$ cat src/rtl/mips_pkg.sv
// Shared encodings for the MEM stage: access sizes, writeback error codes,
// FSM states and the alignment rule used by both the stage and its bench.
package mips_pkg;

    localparam int DATA_W = 32;

    typedef enum logic [1:0] {
        SZ_BYTE = 2'd0,
        SZ_HALF = 2'd1,
        SZ_WORD = 2'd2,
        SZ_RSVD = 2'd3
    } mem_size_e;

    typedef enum logic [1:0] {
        ERR_NONE     = 2'd0,
        ERR_MISALIGN = 2'd1,
        ERR_TIMEOUT  = 2'd2
    } wb_err_e;

    typedef enum logic {
        ST_IDLE = 1'b0,
        ST_BUSY = 1'b1
    } state_e;

    // The reserved size never reaches memory, so it is folded into misalignment.
    function automatic logic is_misaligned(input mem_size_e size, input logic [1:0] off);
        case (size)
            SZ_BYTE: return 1'b0;
            SZ_HALF: return off[0];
            SZ_WORD: return off != 2'b00;
            default: return 1'b1;
        endcase
    endfunction

endpackage

$ cat src/rtl/mem_stage_ext_if.sv
// Data-memory request/ack bus between the MEM stage (master) and memory (slave).
interface mem_stage_ext_if #(
    parameter int ADDR_W = 32
);
    logic              dmem_req;
    logic              dmem_we;
    logic [ADDR_W-1:0] dmem_addr;
    logic [3:0]        dmem_be;
    logic [31:0]       dmem_wdata;
    logic [31:0]       dmem_rdata;
    logic              dmem_ack;

    modport master (
        output dmem_req, dmem_we, dmem_addr, dmem_be, dmem_wdata,
        input  dmem_rdata, dmem_ack
    );

    modport slave (
        input  dmem_req, dmem_we, dmem_addr, dmem_be, dmem_wdata,
        output dmem_rdata, dmem_ack
    );
endinterface

$ cat src/rtl/mem_lane_align.sv
// Combinational lane steering: byte enables, store-data replication and
// load-lane extraction with sign/zero extension.
module mem_lane_align
    import mips_pkg::*;
(
    input  mem_size_e   size,
    input  logic [1:0]  off,
    input  logic        is_unsigned,
    input  logic [31:0] store_data,
    input  logic [31:0] rdata,
    output logic [3:0]  be,
    output logic [31:0] wdata,
    output logic [31:0] load_data
);

    logic [31:0] lane;

    function automatic logic [31:0] extend(input logic [31:0] v, input mem_size_e sz,
                                           input logic uns);
        logic signed [7:0]  b;
        logic signed [15:0] h;
        b = v[7:0];
        h = v[15:0];
        case (sz)
            SZ_BYTE: return uns ? {24'd0, v[7:0]}  : 32'(b);
            SZ_HALF: return uns ? {16'd0, v[15:0]} : 32'(h);
            default: return v;
        endcase
    endfunction

    always_comb begin
        be    = 4'b1111;
        wdata = store_data;
        case (size)
            SZ_BYTE: begin
                be    = 4'b0001 << off;
                wdata = {4{store_data[7:0]}};
            end
            SZ_HALF: begin
                be    = off[1] ? 4'b1100 : 4'b0011;
                wdata = {2{store_data[15:0]}};
            end
            default: ;
        endcase
    end

    // Bring the addressed lane down to bit 0 before extending.
    assign lane      = rdata >> {off, 3'b000};
    assign load_data = extend(lane, size, is_unsigned);

endmodule

$ cat src/rtl/mem_stage_ext.sv
// MIPS MEM stage with a stalling request/ack data-memory port, alignment
// checking and a bounded wait that aborts hung accesses.
module mem_stage_ext
    import mips_pkg::*;
#(
    parameter int ADDR_W   = 32,
    parameter int REG_W    = 5,
    parameter int MAX_WAIT = 15
) (
    input  logic              clk,
    input  logic              reset,
    input  logic              in_valid,
    input  logic [1:0]        wb_ctrl,
    input  logic              branch,
    input  logic              mem_read,
    input  logic              mem_write,
    input  logic [1:0]        mem_size,
    input  logic              mem_unsigned,
    input  logic [ADDR_W-1:0] alu_result,
    input  logic [31:0]       store_data,
    input  logic              zero,
    input  logic [REG_W-1:0]  write_reg,
    output logic              pc_src,
    output logic              stall,
    mem_stage_ext_if.master   dmem,
    output logic              wb_valid,
    output logic [1:0]        wb_ctrl_out,
    output logic [31:0]       wb_read_data,
    output logic [ADDR_W-1:0] wb_alu_result,
    output logic [REG_W-1:0]  wb_write_reg,
    output logic [1:0]        wb_err
);

    state_e            state;
    logic [7:0]        wait_cnt;

    // Operation captured at acceptance, held for the whole BUSY phase
    logic              req_p1;
    logic              we_p1;
    logic [ADDR_W-1:0] addr_p1;
    logic [3:0]        be_p1;
    logic [31:0]       wdata_p1;
    logic              load_p1;
    mem_size_e         size_p1;
    logic [1:0]        off_p1;
    logic              uns_p1;
    logic [1:0]        wb_ctrl_p1;
    logic [ADDR_W-1:0] alu_p1;
    logic [REG_W-1:0]  reg_p1;

    logic              busy;
    logic              mem_op;
    logic              misaligned;
    logic              timeout;
    mem_size_e         lane_size;
    logic [1:0]        lane_off;
    logic              lane_uns;
    logic [3:0]        lane_be;
    logic [31:0]       lane_wdata;
    logic [31:0]       lane_load;

    assign busy       = (state == ST_BUSY);
    assign mem_op     = mem_read | mem_write;
    assign misaligned = is_misaligned(mem_size_e'(mem_size), alu_result[1:0]);
    assign timeout    = busy && !dmem.dmem_ack && (wait_cnt == 8'(MAX_WAIT - 1));

    // In IDLE the lanes serve the incoming store; in BUSY they decode the load reply.
    assign lane_size  = busy ? size_p1 : mem_size_e'(mem_size);
    assign lane_off   = busy ? off_p1  : alu_result[1:0];
    assign lane_uns   = busy ? uns_p1  : mem_unsigned;

    mem_lane_align u_lane (
        .size        (lane_size),
        .off         (lane_off),
        .is_unsigned (lane_uns),
        .store_data  (store_data),
        .rdata       (dmem.dmem_rdata),
        .be          (lane_be),
        .wdata       (lane_wdata),
        .load_data   (lane_load)
    );

    assign pc_src = reset && !busy && in_valid && branch && zero;
    assign stall  = reset && (busy ? (!dmem.dmem_ack && !timeout)
                                   : (in_valid && mem_op && !misaligned));

    assign dmem.dmem_req   = req_p1;
    assign dmem.dmem_we    = we_p1;
    assign dmem.dmem_addr  = addr_p1;
    assign dmem.dmem_be    = be_p1;
    assign dmem.dmem_wdata = wdata_p1;

    always_ff @(posedge clk) begin
        if (!reset) begin
            state         <= ST_IDLE;
            wait_cnt      <= 8'd0;
            req_p1        <= 1'b0;
            wb_valid      <= 1'b0;
            wb_ctrl_out   <= 2'd0;
            wb_read_data  <= 32'd0;
            wb_alu_result <= '0;
            wb_write_reg  <= '0;
            wb_err        <= ERR_NONE;
        end else begin
            case (state)
                ST_IDLE: begin
                    wb_valid <= 1'b0;
                    if (in_valid) begin
                        if (mem_op && !misaligned) begin
                            state      <= ST_BUSY;
                            wait_cnt   <= 8'd0;
                            req_p1     <= 1'b1;
                            we_p1      <= mem_write;
                            addr_p1    <= {alu_result[ADDR_W-1:2], 2'b00};
                            be_p1      <= lane_be;
                            wdata_p1   <= lane_wdata;
                            load_p1    <= mem_read;
                            size_p1    <= mem_size_e'(mem_size);
                            off_p1     <= alu_result[1:0];
                            uns_p1     <= mem_unsigned;
                            wb_ctrl_p1 <= wb_ctrl;
                            alu_p1     <= alu_result;
                            reg_p1     <= write_reg;
                        end else begin
                            wb_valid      <= 1'b1;
                            wb_ctrl_out   <= mem_op ? 2'd0 : wb_ctrl;
                            wb_read_data  <= 32'd0;
                            wb_alu_result <= alu_result;
                            wb_write_reg  <= write_reg;
                            wb_err        <= mem_op ? ERR_MISALIGN : ERR_NONE;
                        end
                    end
                end
                ST_BUSY: begin
                    if (dmem.dmem_ack) begin
                        state         <= ST_IDLE;
                        req_p1        <= 1'b0;
                        wb_valid      <= 1'b1;
                        wb_ctrl_out   <= wb_ctrl_p1;
                        wb_read_data  <= load_p1 ? lane_load : 32'd0;
                        wb_alu_result <= alu_p1;
                        wb_write_reg  <= reg_p1;
                        wb_err        <= ERR_NONE;
                    end else if (timeout) begin
                        state         <= ST_IDLE;
                        req_p1        <= 1'b0;
                        wb_valid      <= 1'b1;
                        wb_ctrl_out   <= 2'd0;
                        wb_read_data  <= 32'd0;
                        wb_alu_result <= alu_p1;
                        wb_write_reg  <= reg_p1;
                        wb_err        <= ERR_TIMEOUT;
                    end else begin
                        wait_cnt <= wait_cnt + 8'd1;
                        wb_valid <= 1'b0;
                    end
                end
                default: state <= ST_IDLE;
            endcase
        end
    end

endmodule

$ cat src/flat_wrapper.sv
// flat-port wrapper written by rule: the top's interface ports become plain ports
module mem_stage_ext_flat import mips_pkg::*;
#(
    parameter int ADDR_W   = 32,
    parameter int REG_W    = 5,
    parameter int MAX_WAIT = 15
)
  (clk, reset, in_valid, wb_ctrl, branch, mem_read, mem_write, mem_size, mem_unsigned, alu_result, store_data, zero, write_reg, pc_src, stall, wb_valid, wb_ctrl_out, wb_read_data, wb_alu_result, wb_write_reg, wb_err, dmem_dmem_req, dmem_dmem_we, dmem_dmem_addr, dmem_dmem_be, dmem_dmem_wdata, dmem_dmem_rdata, dmem_dmem_ack);
  mem_stage_ext_if #(.ADDR_W(ADDR_W)) dmem_i ();
  input  logic clk;
  input  logic reset;
  input  logic in_valid;
  input  logic [1:0] wb_ctrl;
  input  logic branch;
  input  logic mem_read;
  input  logic mem_write;
  input  logic [1:0] mem_size;
  input  logic mem_unsigned;
  input  logic [ADDR_W-1:0] alu_result;
  input  logic [31:0] store_data;
  input  logic zero;
  input  logic [REG_W-1:0] write_reg;
  output logic pc_src;
  output logic stall;
  output logic wb_valid;
  output logic [1:0] wb_ctrl_out;
  output logic [31:0] wb_read_data;
  output logic [ADDR_W-1:0] wb_alu_result;
  output logic [REG_W-1:0] wb_write_reg;
  output logic [1:0] wb_err;
  output wire logic [$bits(dmem_i.dmem_req)-1:0] dmem_dmem_req;
  output wire logic [$bits(dmem_i.dmem_we)-1:0] dmem_dmem_we;
  output wire logic [$bits(dmem_i.dmem_addr)-1:0] dmem_dmem_addr;
  output wire logic [$bits(dmem_i.dmem_be)-1:0] dmem_dmem_be;
  output wire logic [$bits(dmem_i.dmem_wdata)-1:0] dmem_dmem_wdata;
  input wire logic [$bits(dmem_i.dmem_rdata)-1:0] dmem_dmem_rdata;
  input wire logic [$bits(dmem_i.dmem_ack)-1:0] dmem_dmem_ack;
  assign dmem_dmem_req = dmem_i.dmem_req;
  assign dmem_dmem_we = dmem_i.dmem_we;
  assign dmem_dmem_addr = dmem_i.dmem_addr;
  assign dmem_dmem_be = dmem_i.dmem_be;
  assign dmem_dmem_wdata = dmem_i.dmem_wdata;
  assign dmem_i.dmem_rdata = dmem_dmem_rdata;
  assign dmem_i.dmem_ack = dmem_dmem_ack;
  mem_stage_ext #(.ADDR_W(ADDR_W), .REG_W(REG_W), .MAX_WAIT(MAX_WAIT)) u_core (.clk(clk), .reset(reset), .in_valid(in_valid), .wb_ctrl(wb_ctrl), .branch(branch), .mem_read(mem_read), .mem_write(mem_write), .mem_size(mem_size), .mem_unsigned(mem_unsigned), .alu_result(alu_result), .store_data(store_data), .zero(zero), .write_reg(write_reg), .pc_src(pc_src), .stall(stall), .dmem(dmem_i), .wb_valid(wb_valid), .wb_ctrl_out(wb_ctrl_out), .wb_read_data(wb_read_data), .wb_alu_result(wb_alu_result), .wb_write_reg(wb_write_reg), .wb_err(wb_err));
endmodule
$ cat config.mk
export PLATFORM = sky130hd
export DESIGN_NAME = mem_stage_ext_flat
export DESIGN_NICKNAME = d
export VERILOG_FILES = /design/src/rtl/mips_pkg.sv /design/src/rtl/mem_stage_ext_if.sv /design/src/rtl/mem_lane_align.sv /design/src/rtl/mem_stage_ext.sv /design/src/flat_wrapper.sv
export SDC_FILE = /design/constraint.sdc
export NUM_CORES = 1
export LEC_CHECK = 0
export CORE_UTILIZATION = 46
export CTS_CLUSTER_SIZE = 12
export DETAILED_ROUTE_END_ITERATION = 12
export PLACE_DENSITY_LB_ADDON = 0.05
export SLEW_MARGIN = 20
export SYNTH_ARGS = -nofsm -noshare
export SYNTH_HDL_FRONTEND = slang
export SYNTH_HIERARCHICAL = 1
export SYNTH_SLANG_ARGS = --single-unit
$ cat constraint.sdc
create_clock -name clk -period 8.15 [get_ports clk]
set_input_delay 2.0375 -clock clk [delete_from_list [all_inputs] [get_ports clk]]
set_output_delay 2.0375 -clock clk [all_outputs]
set_load 0.005 [all_outputs]
### Yosys cells after proc, flatten, opt, wreduce, memory -nomap -nowiden

Index checks and enable logic that the tools add are counted.

| operators by class | value |
|---|---|
| reduce and logical (&&, ||, !) cells | 22 |
| add/subtract/negate cells | 1 |
| mux-type cells | 59 |
| bitwise operators | 2 |
| equality and inequality tests | 10 |
| shifts and indexed selects | 2 |

Operators by type and width:

| kind | number |
|---|---|
| 32-bit 2-to-1 mux | 11 |
| 32-bit case mux with 2 select lines | 4 |
| 8-bit 2-to-1 mux | 4 |
| 32-bit by 5-bit >> shifter with 32-bit output | 1 |
| 2-bit 2-to-1 mux | 11 |
| 5-bit 2-to-1 mux | 4 |
| 8-bit case mux with 2 select lines | 1 |
| 1-bit 2-to-1 mux | 15 |
| 1-bit logical AND | 11 |
| 5-bit case mux with 2 select lines | 1 |
| 8-bit by 1-bit adder with 8-bit output, second input constant | 1 |
| 8-bit by 4-bit == test with 1-bit output, second input constant | 1 |
| 2-bit inequality test, second input constant | 4 |
| 2-bit case mux with 2 select lines | 2 |
| 4-bit case mux with 2 select lines | 1 |
| 4-bit AND reduction | 2 |
| 1-bit case mux with 2 select lines | 3 |
| 3-bit AND reduction | 2 |
| 2-bit by 1-bit == test with 1-bit output, second input constant | 2 |
| 1-bit logical NOT | 4 |
| 2-bit logical NOT | 2 |
| 4-bit 2-to-1 mux | 1 |
| 1-bit by 2-bit << shifter with 4-bit output, first input constant | 1 |
| 3-bit inequality test, second input constant | 1 |
| 6 further kinds | 6 |

| word-level totals | value |
|---|---|
| output and inout bits | 146 |
| flip-flop bits (word level) | 196 |
| word-level logic and storage cells | 116 |
| input port bits | 114 |

### Logic depth before layout (Yosys ltp)

| logic depth | value |
|---|---|
| word-level depth | 7 |
| gate-level depth with buffers | 10 |
| depth with buffers taken out | 6 |

### By module

Netlist, hierarchy kept.

By module, submodules not included:

| module | area an instance (um^2) | cells each | seq. area each (um^2) | times used |
|---|---|---|---|---|
| mem_stage_ext | 6352.3 | 464 | 4083.9 | 1 |
| mem_lane_align | 1306.3 | 184 | 0.0 | 1 |

### Worst setup path after synthesis

Ideal clock, no wire load.

| path | value |
|---|---|
| path kind | in2reg |
| from | input reset |
| to | register u_core.alu_p1[10] (enable) |
| slack | 1.842 ns |
| required time | 7.631 ns |
| arrival | 5.790 ns |
| buffers on the path | 1 |
| stages | 3 |
| setup time | 0.519 ns |
| cell sequence | clkbuf_1 nand2_1 nor2_1 |

| on the way | value |
|---|---|
| longest elaborated chain between the ends | 1 |

Ends and longest elaborated chain:

| what | RTL line | text |
|---|---|---|
| start, declared | flat_wrapper.sv:11 | `input logic reset;` |
| 4-bit AND reduction (no line) | -- |  |
| end signal, assigned | mem_stage_ext.sv:122 | `alu_p1 <= alu_result;` |
| end, declared | mem_stage_ext.sv:48 | `logic [ADDR_W-1:0] alu_p1;` |

No other way between the ends.
A chain may end at the register's enable or synchronous reset.

### Worst setup path after layout

| path | value |
|---|---|
| from | input reset |
| to | output stall |

| on the way | value |
|---|---|
| longest elaborated chain between the ends | 1 |

Ends and longest elaborated chain:

| what | RTL line | text |
|---|---|---|
| 1-bit logical AND | mem_stage_ext.sv:84 | `assign stall = reset && (busy ? (!dmem.dmem_ack && !timeout)` |
| end, declared | flat_wrapper.sv:24 | `output logic stall;` |

No other way between the ends.

==> metrics.cfg <==
[run_status]
status = finished clean

[yosys]
synth-compound-area-share = 0.1568
yosys.area_share.xor_xnor = 0.002287
synthArstFlopShare = 0
synthAdderAreaFrac = 0.003267
yosys.area_share.simple = 0.1078
synth_seq_cells = 164
synthesis.area_sq_mm = 0.007659
synth_cell_type_count = 58
syn_inst = 648
syn_area_per_cell_sq_um = 11.82
synth_mux_area_frac = 0.1188
ys_seq_area_frac = 0.5332
synth_edf_count = 80
ys_warn_count = 6
synth_top_flop_cell = dfxtp_1
synth_top_family_by_area = compound AO/OA/AOI/OAI gates

[die]
die_y_microns = 131.0
fp.dieArea_sq_mm = 0.01717
initial_core_util = 0.4769
io-pin-count = 260
core.rowCount = 46
coreArea_sq_mm = 0.01606
die_x_microns = 131.0

[power_and_ir_drop]
p_switching_mw = 0.4935
ir_worst_vdd_mv = 0.1511
power.internal_mw = 1.522
swShare = 0.2449
combPwrFrac = 0.162
power.share.clock = 0.381
p_leak_nw = 3.696
p_per_area_mw_per_mm2 = 190.5
pwr-share-seq = 0.457

[layout]
nNetsFinal = 958
diodes = 0
area_growth_pct = 38.13
layout_common_cells = clkdlybuf4s50_1, dfxtp_1, edfxtp_1
drive_gt1_frac = 0.1404
fillers = 1255
mostFrequentLayoutCell = clkdlybuf4s50_1
post-route-util = 0.6588

[cts]
cts_tree = done
postCtsResizedCells = 0
cts_buffers = 17
htree_levels = 4
clockRootBuffer = clkbuf_16
cts.sinks = 164
cts_hold_buf = 0
clock_path_buffers = 2
clk_latency_ns = 0.42
clk_pin_slew_ns = 0.06
post_cts_buffers = 0

[place]
dp_slack_ns = 2.024
gp_congestion = 0.8517
io_buffers = 257
hpwl_microns = 14050

[worst_hold_path]
hp-class = flip-flop to flip-flop

[timing]
period_share = 0.7567
fmax_mhz = 162.2
hold_viol = 0
period_needed_ns = 6.167
setup_viol = 0
tns_ns = 0
slew_headroom = 0.3589
clock_skew_ns = 0.008031
rsz0062_at_grt = no
drv_slew = 0
worst_pin_slew_ns = 0.9607
timing.final.ws_setup_ns = 1.983

[setup_path]
worst-path-buf-inv = 2
worstSetupPathType = input pin to primary output
crit_required_ns = 6.11
end_kind = primary output
crit_fanout = 19
path_common_cell = clkdlybuf4s50_1
cpLargestDelayFamily = buffers and inverters
slowest_delay_ns = 0.94
worstPathCellList = clkdlybuf4s50_1 -> nand3b_1 -> a21o_1 -> o21ai_0 -> clkdlybuf4s50_1
start_kind = input pin
crit_arrival_ns = 4.13
slowest_stage = clkdlybuf4s50_1

[drt]
first_pass_iters = 5
vias_per_cell = 5.518
postRouteAntennaNets = 0
drt_wl_total_microns = 20120
vias = 5910
detail_route.wl_per_cell_microns = 18.78
drt-initial-drc-count = 340
remaining_drc_errors = 0

[global_route]
grt_pass1_wl_microns = 30370
grt_util_all_layers = 0.2354
grt_overflow_total = 0
grt_pass1_vias = 5801
antenna_found_initial = 1
grt_max_degree = 56

[run]
max-cap-violations = 0

==> per-stage QoR <==
stage | instance area, sq um | instances | hold slack (ns) | power, mW
after global placement | 9991 | 1038 | 0.4428 | 1.255
after detailed placement | 9991 | 1038 | 0.4487 | 1.264
after floorplan | 7662 | 649 | 0.4447 | 1.114
after global routing | 10580 | 1071 | 0.4820 | 2.096
after CTS | 10560 | 1070 | 0.4572 | 2.030
final | 10580 | 1071 | 0.4578 | 2.016
==> synthesized netlist by cell type, drive strengths merged (2+ instances only) <==
cell	count	area [sq um]
a211oi	45	493.0
a21oi	25	125.1
a22o	32	280.3
a22oi	7	52.55
a31oi	5	31.28
and3	3	18.77
and4	2	17.52
buf	71	501.7
clkbuf	18	67.56
dfxtp	84	1682
edfxtp	80	2402
ha	2	25.02
inv	6	22.52
mux2	31	349.1
mux2i	56	560.5
nand2	33	126.4
nand2b	2	12.51
nand3	14	70.07
nand3b	2	15.01
nand4	11	68.82
nand4b	2	17.52
nor2	9	36.29
nor2b	12	75.07
nor3	43	220.2
o21a	2	15.01
o21ai	15	75.07
o21bai	5	37.54
o221a	2	22.52
or2	11	68.81
or3	2	17.52
==> logic make-up (layout without fill, tap and decap cells) <==
| group | count (synthesis) | in the layout |
|---|---|---|
| AOI/OAI and AO/OA | 145 | 145 |
| xor gates and xnor gates | 2 | 2 |
| adders and majority gates | 2 | 2 |
| buffers and inverters | 95 | 301 |
| DFF | 164 | 164 |
| muxes | 87 | 87 |
| other | 1 | 2 |
| and+or+nand+nor | 152 | 152 |
==> final timing paths <==
path                            from  cells after the start  slack [ns]                 endpoint
min reg2reg  u_core/wb_alu_result[1]                      2        0.46  u_core/wb_alu_result[1]
max reg2reg              u_core/busy                      6        4.86  u_core/wb_alu_result[4]
max                            reset                      5        1.98                    stall
min          u_core/wb_alu_result[1]                      2        0.46  u_core/wb_alu_result[1]
==> layout make-up <==
type,instances,area (sq um),share of cell area
Clock buffer,20,467.9,0.04423
Clock inverter,12,102.6,0.009698
Inverter,6,22.52,0.002129
Multi-Input combinational cell,390,3005,0.2841
Sequential cell,164,4085,0.3862
Tap cell,216,270.3,0.02555
Timing Repair Buffer,263,2625,0.2481
==> per-layer routing <==
layer	vias up	wire length, microns	track usage	part of all wire
li1	2788	-	-	-
met1	2833	8116	0.2703	0.40
met2	255	9827	0.3993	0.49
met3	34	1737	0.08265	0.086
met4	0	436	0.09669	0.022
met5	-	0	0	0
==> tightest hold or removal path, cell delays in order (launching register included) <==
cell,delay (ns)
dfxtp_1,0.31
nand2_1,0.05
mux2i_1,0.05
==> power groups by stage <==
stage | sequential [mW] | clock [mW] | combinational [mW]
detailed placement | 0.940 | 0 | 0.325
floorplan | 0.939 | 0 | 0.175
global placement | 0.938 | 0 | 0.317
global route | 0.925 | 0.820 | 0.351
finish | 0.921 | 0.769 | 0.326
CTS | 0.922 | 0.783 | 0.326
Note: power is estimated with default switching activity, not from simulation.
